## src/rtl/hazard_ctrl_if.sv

```systemverilog
// Signal bundle between the ID stage and the hazard sequencer.
// The master side drives ID/EX status; the slave side (hazard_ctrl) returns stall controls.
`timescale 1ns/1ps
interface hazard_ctrl_if;
  logic       id_valid;
  logic       id_rs_read;
  logic       id_rt_read;
  logic [4:0] id_rs_addr;
  logic [4:0] id_rt_addr;
  logic       id_md_op;
  logic       ex_load;
  logic [4:0] ex_write_addr;
  logic       id_branch_taken;
  logic       stall_pc;
  logic       stall_if;
  logic       stall_id;
  logic       bubble_ex;
  logic       md_go;
  logic       md_busy;
  logic       md_done;
  logic       flush_if;

  modport master (
    output id_valid, id_rs_read, id_rt_read, id_rs_addr, id_rt_addr, id_md_op,
    output ex_load, ex_write_addr, id_branch_taken,
    input  stall_pc, stall_if, stall_id, bubble_ex, md_go, md_busy, md_done, flush_if
  );

  modport slave (
    input  id_valid, id_rs_read, id_rt_read, id_rs_addr, id_rt_addr, id_md_op,
    input  ex_load, ex_write_addr, id_branch_taken,
    output stall_pc, stall_if, stall_id, bubble_ex, md_go, md_busy, md_done, flush_if
  );
endinterface

```

## src/rtl/hazard_ctrl.sv

```systemverilog
// ID-stage sequencer: load-use hazard stalls and multi-cycle mult/div sequencing.
// Optional branch flush of IF/ID is enabled by defining HAZARD_BRANCH_FLUSH_EN.
`timescale 1ns/1ps
module hazard_ctrl #(
  parameter int unsigned LOAD_BUBBLES = 1,
  parameter int unsigned MD_CYCLES    = 32
) (
  input logic         clk,
  input logic         rst,
  hazard_ctrl_if.slave hz
);

  // Counter must hold both MD_CYCLES-2 and LOAD_BUBBLES-2.
  localparam int unsigned CntMax = (MD_CYCLES > LOAD_BUBBLES) ? MD_CYCLES : LOAD_BUBBLES;
  localparam int unsigned CntW   = $clog2(CntMax);

  typedef enum logic [1:0] {StIdle, StLoadWait, StMdBusy} state_e;

  state_e          state_q, state_d;
  logic [CntW-1:0] cnt_q, cnt_d;
  logic            load_use;
  logic            stall, bubble, md_go, md_busy, md_done;

  always_ff @(posedge clk or posedge rst) begin
    if (rst) begin
      state_q <= StIdle;
      cnt_q   <= '0;
    end else begin
      state_q <= state_d;
      cnt_q   <= cnt_d;
    end
  end

  always_comb begin
    load_use = hz.id_valid && hz.ex_load && (hz.ex_write_addr != 5'd0) &&
               ((hz.id_rs_read && (hz.id_rs_addr == hz.ex_write_addr)) ||
                (hz.id_rt_read && (hz.id_rt_addr == hz.ex_write_addr)));
  end

  always_comb begin
    state_d = state_q;
    cnt_d   = cnt_q;
    stall   = 1'b0;
    bubble  = 1'b0;
    md_go   = 1'b0;
    md_busy = 1'b0;
    md_done = 1'b0;
    unique case (state_q)
      StIdle: begin
        if (load_use) begin
          stall  = 1'b1;
          bubble = 1'b1;
          if (LOAD_BUBBLES > 1) begin
            state_d = StLoadWait;
            cnt_d   = CntW'(LOAD_BUBBLES - 2);
          end
        end else if (hz.id_valid && hz.id_md_op) begin
          md_go   = 1'b1;
          stall   = 1'b1;
          bubble  = 1'b1;
          state_d = StMdBusy;
          cnt_d   = CntW'(MD_CYCLES - 2);
        end
      end
      StLoadWait: begin
        stall  = 1'b1;
        bubble = 1'b1;
        if (cnt_q == '0) begin
          state_d = StIdle;
        end else begin
          cnt_d = cnt_q - CntW'(1);
        end
      end
      StMdBusy: begin
        md_busy = 1'b1;
        if (cnt_q != '0) begin
          stall  = 1'b1;
          bubble = 1'b1;
          cnt_d  = cnt_q - CntW'(1);
        end else begin
          // Result ready: release ID so the mult/div instruction advances.
          md_done = 1'b1;
          state_d = StIdle;
        end
      end
      default: begin
        state_d = StIdle;
        cnt_d   = '0;
      end
    endcase
  end

  // Outputs are forced low while reset is held, even if ID still presents work.
  always_comb begin
    hz.stall_pc  = stall & ~rst;
    hz.stall_if  = stall & ~rst;
    hz.stall_id  = stall & ~rst;
    hz.bubble_ex = bubble & ~rst;
    hz.md_go     = md_go & ~rst;
    hz.md_busy   = md_busy & ~rst;
    hz.md_done   = md_done & ~rst;
  end

`ifdef HAZARD_BRANCH_FLUSH_EN
  // A stalled branch re-resolves once operands are valid, so no flush yet.
  always_comb begin
    hz.flush_if = hz.id_branch_taken & ~(stall & ~rst) & ~rst;
  end
`else
  logic unused_branch_taken;
  always_comb begin
    unused_branch_taken = hz.id_branch_taken;
    hz.flush_if         = 1'b0;
  end
`endif

endmodule
```

## src/flat_wrapper.sv

```systemverilog
// flat-port wrapper written by rule: the top's interface ports become plain ports
module hazard_ctrl_flat 
#(
  parameter int unsigned LOAD_BUBBLES = 1,
  parameter int unsigned MD_CYCLES    = 32
)
  (clk, rst, hz_id_valid, hz_id_rs_read, hz_id_rt_read, hz_id_rs_addr, hz_id_rt_addr, hz_id_md_op, hz_ex_load, hz_ex_write_addr, hz_id_branch_taken, hz_stall_pc, hz_stall_if, hz_stall_id, hz_bubble_ex, hz_md_go, hz_md_busy, hz_md_done, hz_flush_if);
  hazard_ctrl_if hz_i ();
  input logic clk;
  input logic rst;
  input wire logic [$bits(hz_i.id_valid)-1:0] hz_id_valid;
  input wire logic [$bits(hz_i.id_rs_read)-1:0] hz_id_rs_read;
  input wire logic [$bits(hz_i.id_rt_read)-1:0] hz_id_rt_read;
  input wire logic [$bits(hz_i.id_rs_addr)-1:0] hz_id_rs_addr;
  input wire logic [$bits(hz_i.id_rt_addr)-1:0] hz_id_rt_addr;
  input wire logic [$bits(hz_i.id_md_op)-1:0] hz_id_md_op;
  input wire logic [$bits(hz_i.ex_load)-1:0] hz_ex_load;
  input wire logic [$bits(hz_i.ex_write_addr)-1:0] hz_ex_write_addr;
  input wire logic [$bits(hz_i.id_branch_taken)-1:0] hz_id_branch_taken;
  output wire logic [$bits(hz_i.stall_pc)-1:0] hz_stall_pc;
  output wire logic [$bits(hz_i.stall_if)-1:0] hz_stall_if;
  output wire logic [$bits(hz_i.stall_id)-1:0] hz_stall_id;
  output wire logic [$bits(hz_i.bubble_ex)-1:0] hz_bubble_ex;
  output wire logic [$bits(hz_i.md_go)-1:0] hz_md_go;
  output wire logic [$bits(hz_i.md_busy)-1:0] hz_md_busy;
  output wire logic [$bits(hz_i.md_done)-1:0] hz_md_done;
  output wire logic [$bits(hz_i.flush_if)-1:0] hz_flush_if;
  assign hz_i.id_valid = hz_id_valid;
  assign hz_i.id_rs_read = hz_id_rs_read;
  assign hz_i.id_rt_read = hz_id_rt_read;
  assign hz_i.id_rs_addr = hz_id_rs_addr;
  assign hz_i.id_rt_addr = hz_id_rt_addr;
  assign hz_i.id_md_op = hz_id_md_op;
  assign hz_i.ex_load = hz_ex_load;
  assign hz_i.ex_write_addr = hz_ex_write_addr;
  assign hz_i.id_branch_taken = hz_id_branch_taken;
  assign hz_stall_pc = hz_i.stall_pc;
  assign hz_stall_if = hz_i.stall_if;
  assign hz_stall_id = hz_i.stall_id;
  assign hz_bubble_ex = hz_i.bubble_ex;
  assign hz_md_go = hz_i.md_go;
  assign hz_md_busy = hz_i.md_busy;
  assign hz_md_done = hz_i.md_done;
  assign hz_flush_if = hz_i.flush_if;
  hazard_ctrl #(.LOAD_BUBBLES(LOAD_BUBBLES), .MD_CYCLES(MD_CYCLES)) u_core (.clk(clk), .rst(rst), .hz(hz_i));
endmodule
```

## config.mk

```make
export PLATFORM = sky130hd
export DESIGN_NAME = hazard_ctrl_flat
export DESIGN_NICKNAME = d
export VERILOG_FILES = /design/src/rtl/hazard_ctrl_if.sv /design/src/rtl/hazard_ctrl.sv /design/src/flat_wrapper.sv
export SDC_FILE = /design/constraint.sdc
export NUM_CORES = 1
export LEC_CHECK = 0
export BUFFER_PORTS_ARGS = -buffer_cell sky130_fd_sc_hd__buf_2
export CORE_UTILIZATION = 30
export DETAILED_ROUTE_END_ITERATION = 8
export GPL_ROUTABILITY_DRIVEN = 0
export HOLD_SLACK_MARGIN = 0.06
export SLEW_MARGIN = 10
export SYNTH_ARGS = -nofsm -noshare
export SYNTH_HDL_FRONTEND = slang
export SYNTH_SLANG_ARGS = --single-unit
```

## constraint.sdc

```tcl
create_clock -name clk -period 2.5 [get_ports clk]
set_input_delay 0.5 -clock clk [delete_from_list [all_inputs] [get_ports clk]]
set_output_delay 0.5 -clock clk [all_outputs]
set_load 0.02 [all_outputs]
```

==> flow_metrics.tcl <==
set metrics [dict create \
    async_reset_ff_share_pct 100.0 \
    min_path_type "in2async" \
    r2r_start "u_core.cnt_q[0]$_DFFE_PP0P_" \
    n_antenna_cell 0 \
    fin_cells 132 \
    synth_edf_count 0 \
    maxCapViolations 0 \
    multiInputGateArea_um2 441.7 \
    hpwlAfterDp_mm 1.383 \
    row_count 16 \
    path_cells "buf_2 -> or4_4 -> o211a_4 -> a2111oi_2 -> buf_2" \
    dieArea_um2 2320 \
    fmax_ghz 0.4063 \
    max_stage_delay_ps 540 \
    reg2reg_slack_ps 780 \
    synth_fp_nets 100 \
    place_inst 129 \
    regArea_um2 150.1 \
    port_buffers 28 \
    synth_area_um2 639.4 \
    ant_nets 0 \
    maxSlewViolCount 0 \
    insertion_delay_ps 240 \
    place_area_um2 809.5 \
    clock_sinks 6 \
    start_util_pct 32.26 \
    wl_per_cell_um 12.79 \
    ir_worst_vdd_mv 0.3120 \
    die_w_um 48.17 \
    firstDrtPassIters 4 \
    leakage_nw 0.3743 \
    gr-total-overflow 0 \
    antenna_found_initial 0 \
    drc 0 \
    synthCells 75 \
    cp-start-kind "input port" \
    syn_to_final_growth_pct 31.51 \
    crit_top_cell "buf_2" \
    nets 132 \
    ff2ff_path_depth 5 \
    vias 682 \
    cts_tree "built" \
    critPathCaptureType "primary output" \
    synthFlopType "dfrtp_1" \
    cp_slowest_cell "or4_4" \
    setup_viol 0 \
    crit_type "in2out" \
    synth_seq_cells 6 \
    status "completed" \
    synth.avg_cell_area_um2 8.525 \
    grt_pass1_wl_mm 2.587 \
    clockBufferDepth 2 \
    numCtsBuffers 3 \
    grt_max_degree 14 \
    drive_above_1_share_pct 39.05 \
    hold_buffers 0 \
    io-pin-count 31 \
    vias_per_cell 5.167 \
    grt_pass1_vias 645 \
    period_share_pct 98.46 \
    drtIter0Drc 6 \
    synth_cell_types 32 \
    hold_viol_final 0 \
    clock_skew_ps 0.07239 \
    min_period_ps 2461 \
    cp_max_fo 2 \
    fillers 219 \
    final_area_um2 840.8 \
    wl_mm 1.688 \
    r2r_end "u_core.cnt_q[4]$_DFFE_PP0P_" \
    track_usage_pct 16.08 \
    chipHeight_um 48.17 \
    synth-seq-area-share_pct 23.48 \
    cts_htree_levels 1 \
    cts-root-buf "clkbuf_4" \
    p_per_area_nw_per_um2 768.7 \
    synth_warnings 0 \
    crit_required_ps 2000 \
    clk_pin_slew_worst_paths_ps 40 \
    rsz0062_at_grt "false" \
    finalSetupTns_ps 0 \
    core_area_um2 1982 \
    cp.arrival_ps 1960 \
]
[area by class of cell]
| class | count | area share, % |
|---|---|---|
| inverter | 6 | 2.679 |
| clock buffer | 3 | 2.679 |
| tap | 27 | 4.018 |
| timing repair buffer | 32 | 20.24 |
| sequential | 6 | 17.86 |
| multi-input combinational | 58 | 52.53 |
[critical path: cells and delay by family]
kind	cells	cell delay, ps
AO/OA/AOI/OAI	2	590
buffers and inverters	2	330
AND/OR/NAND/NOR	1	540
[synthesized netlist by cell type, types with 2 or more instances]
master / number / area [um2]
xnor2_1: 10 / 87.58
nand2b_1: 2 / 12.51
o22ai_1: 2 / 12.51
ha_1: 2 / 25.02
o211ai_1: 3 / 22.52
o21ai_0: 2 / 10.01
buf_4: 4 / 30.03
nand2_1: 5 / 18.77
nand4_1: 2 / 12.51
dfrtp_1: 6 / 150.1
nor2b_1: 2 / 12.51
a21oi_1: 6 / 30.03
nand3_1: 2 / 10.01
a41oi_1: 2 / 17.52
inv_1: 6 / 22.52
nor3_1: 3 / 15.01
[worst max-delay path by stage]
stage / from / end / depth (start not counted)
final: hz_ex_write_addr[0] / hz_md_go / 5
after global routing: hz_ex_write_addr[0] / hz_md_go / 5
after CTS: hz_ex_write_addr[0] / hz_md_go / 5
after detailed placement: hz_ex_write_addr[0] / hz_md_go / 5
after global placement: hz_ex_write_addr[0] / hz_bubble_ex / 7
after floorplan: u_core.cnt_q[0]$_DFFE_PP0P_ / hz_stall_id / 7
[through the flow]
stage               hold WS, ps  setup WS, ps  total power, mW  utilization, %
floorplan                 296.3         64.68           0.4573               -
detailed placement        476.4         40.29           0.5427           40.85
CTS                       213.5         31.62           0.6498           42.42
global route              237.3         4.714           0.7045           42.42
global placement          473.9         58.99           0.5300           40.85
finish                    214.8         38.53           0.6464           42.42
[flip-flops by register name (all words and copies together) (netlist names)]
name / count
u_core.cnt_q: 5
u_core.state_q: 1
[what timing repair did]
action | CTS | global route
pin swaps | 0 | 0
resized for setup | 1 | 1
setup endpoints to repair | 4 | 4
setup buffers | 0 | 0
[power breakdown]
part	internal, mW	switching, mW
logic	0.167	0.177
registers	0.144	0.0682
clock network	0.0543	0.0356
[placed cells by master, fill, tap and decap left out, types with 2 or more instances in the layout]
master	Yosys	routed
nand3_1	2	2
a21oi_1	6	6
nor2b_1	2	2
inv_1	6	6
a41oi_1	2	2
xnor2_1	10	10
nand2b_1	2	2
buf_4	4	4
nand2_1	5	5
ha_1	2	2
o22ai_1	2	2
dfrtp_1	6	6
o211ai_1	3	3
nor3_1	3	3
buf_2	0	28
nand4_1	2	2
clkbuf_4	0	3
[logic make-up after synthesis]
| kind of cell | count (synthesis) | share of synthesized area (%) |
|---|---|---|
| buffers and inverters | 11 | 8.806 |
| adder cells (fa/ha/maj) | 2 | 3.913 |
| AND/OR/NAND/NOR | 20 | 19.18 |
| flip-flops | 6 | 23.48 |
| XOR/XNOR | 11 | 15.07 |
| AO/OA/AOI/OAI | 23 | 27.20 |
| multiplexers | 1 | 1.761 |
| other | 1 | 0.5865 |
[layer usage]
layer | track usage, % | share of wire, % | up-vias
met3 | 1.111 | 2.2 | 3
met2 | 30.13 | 52 | 13
met1 | 18.79 | 44 | 332
li1 | - | - | 334
met4 | 6.111 | 1.5 | 0
met5 | 0 | 0 | -
Power figures use the tool's default switching activity.
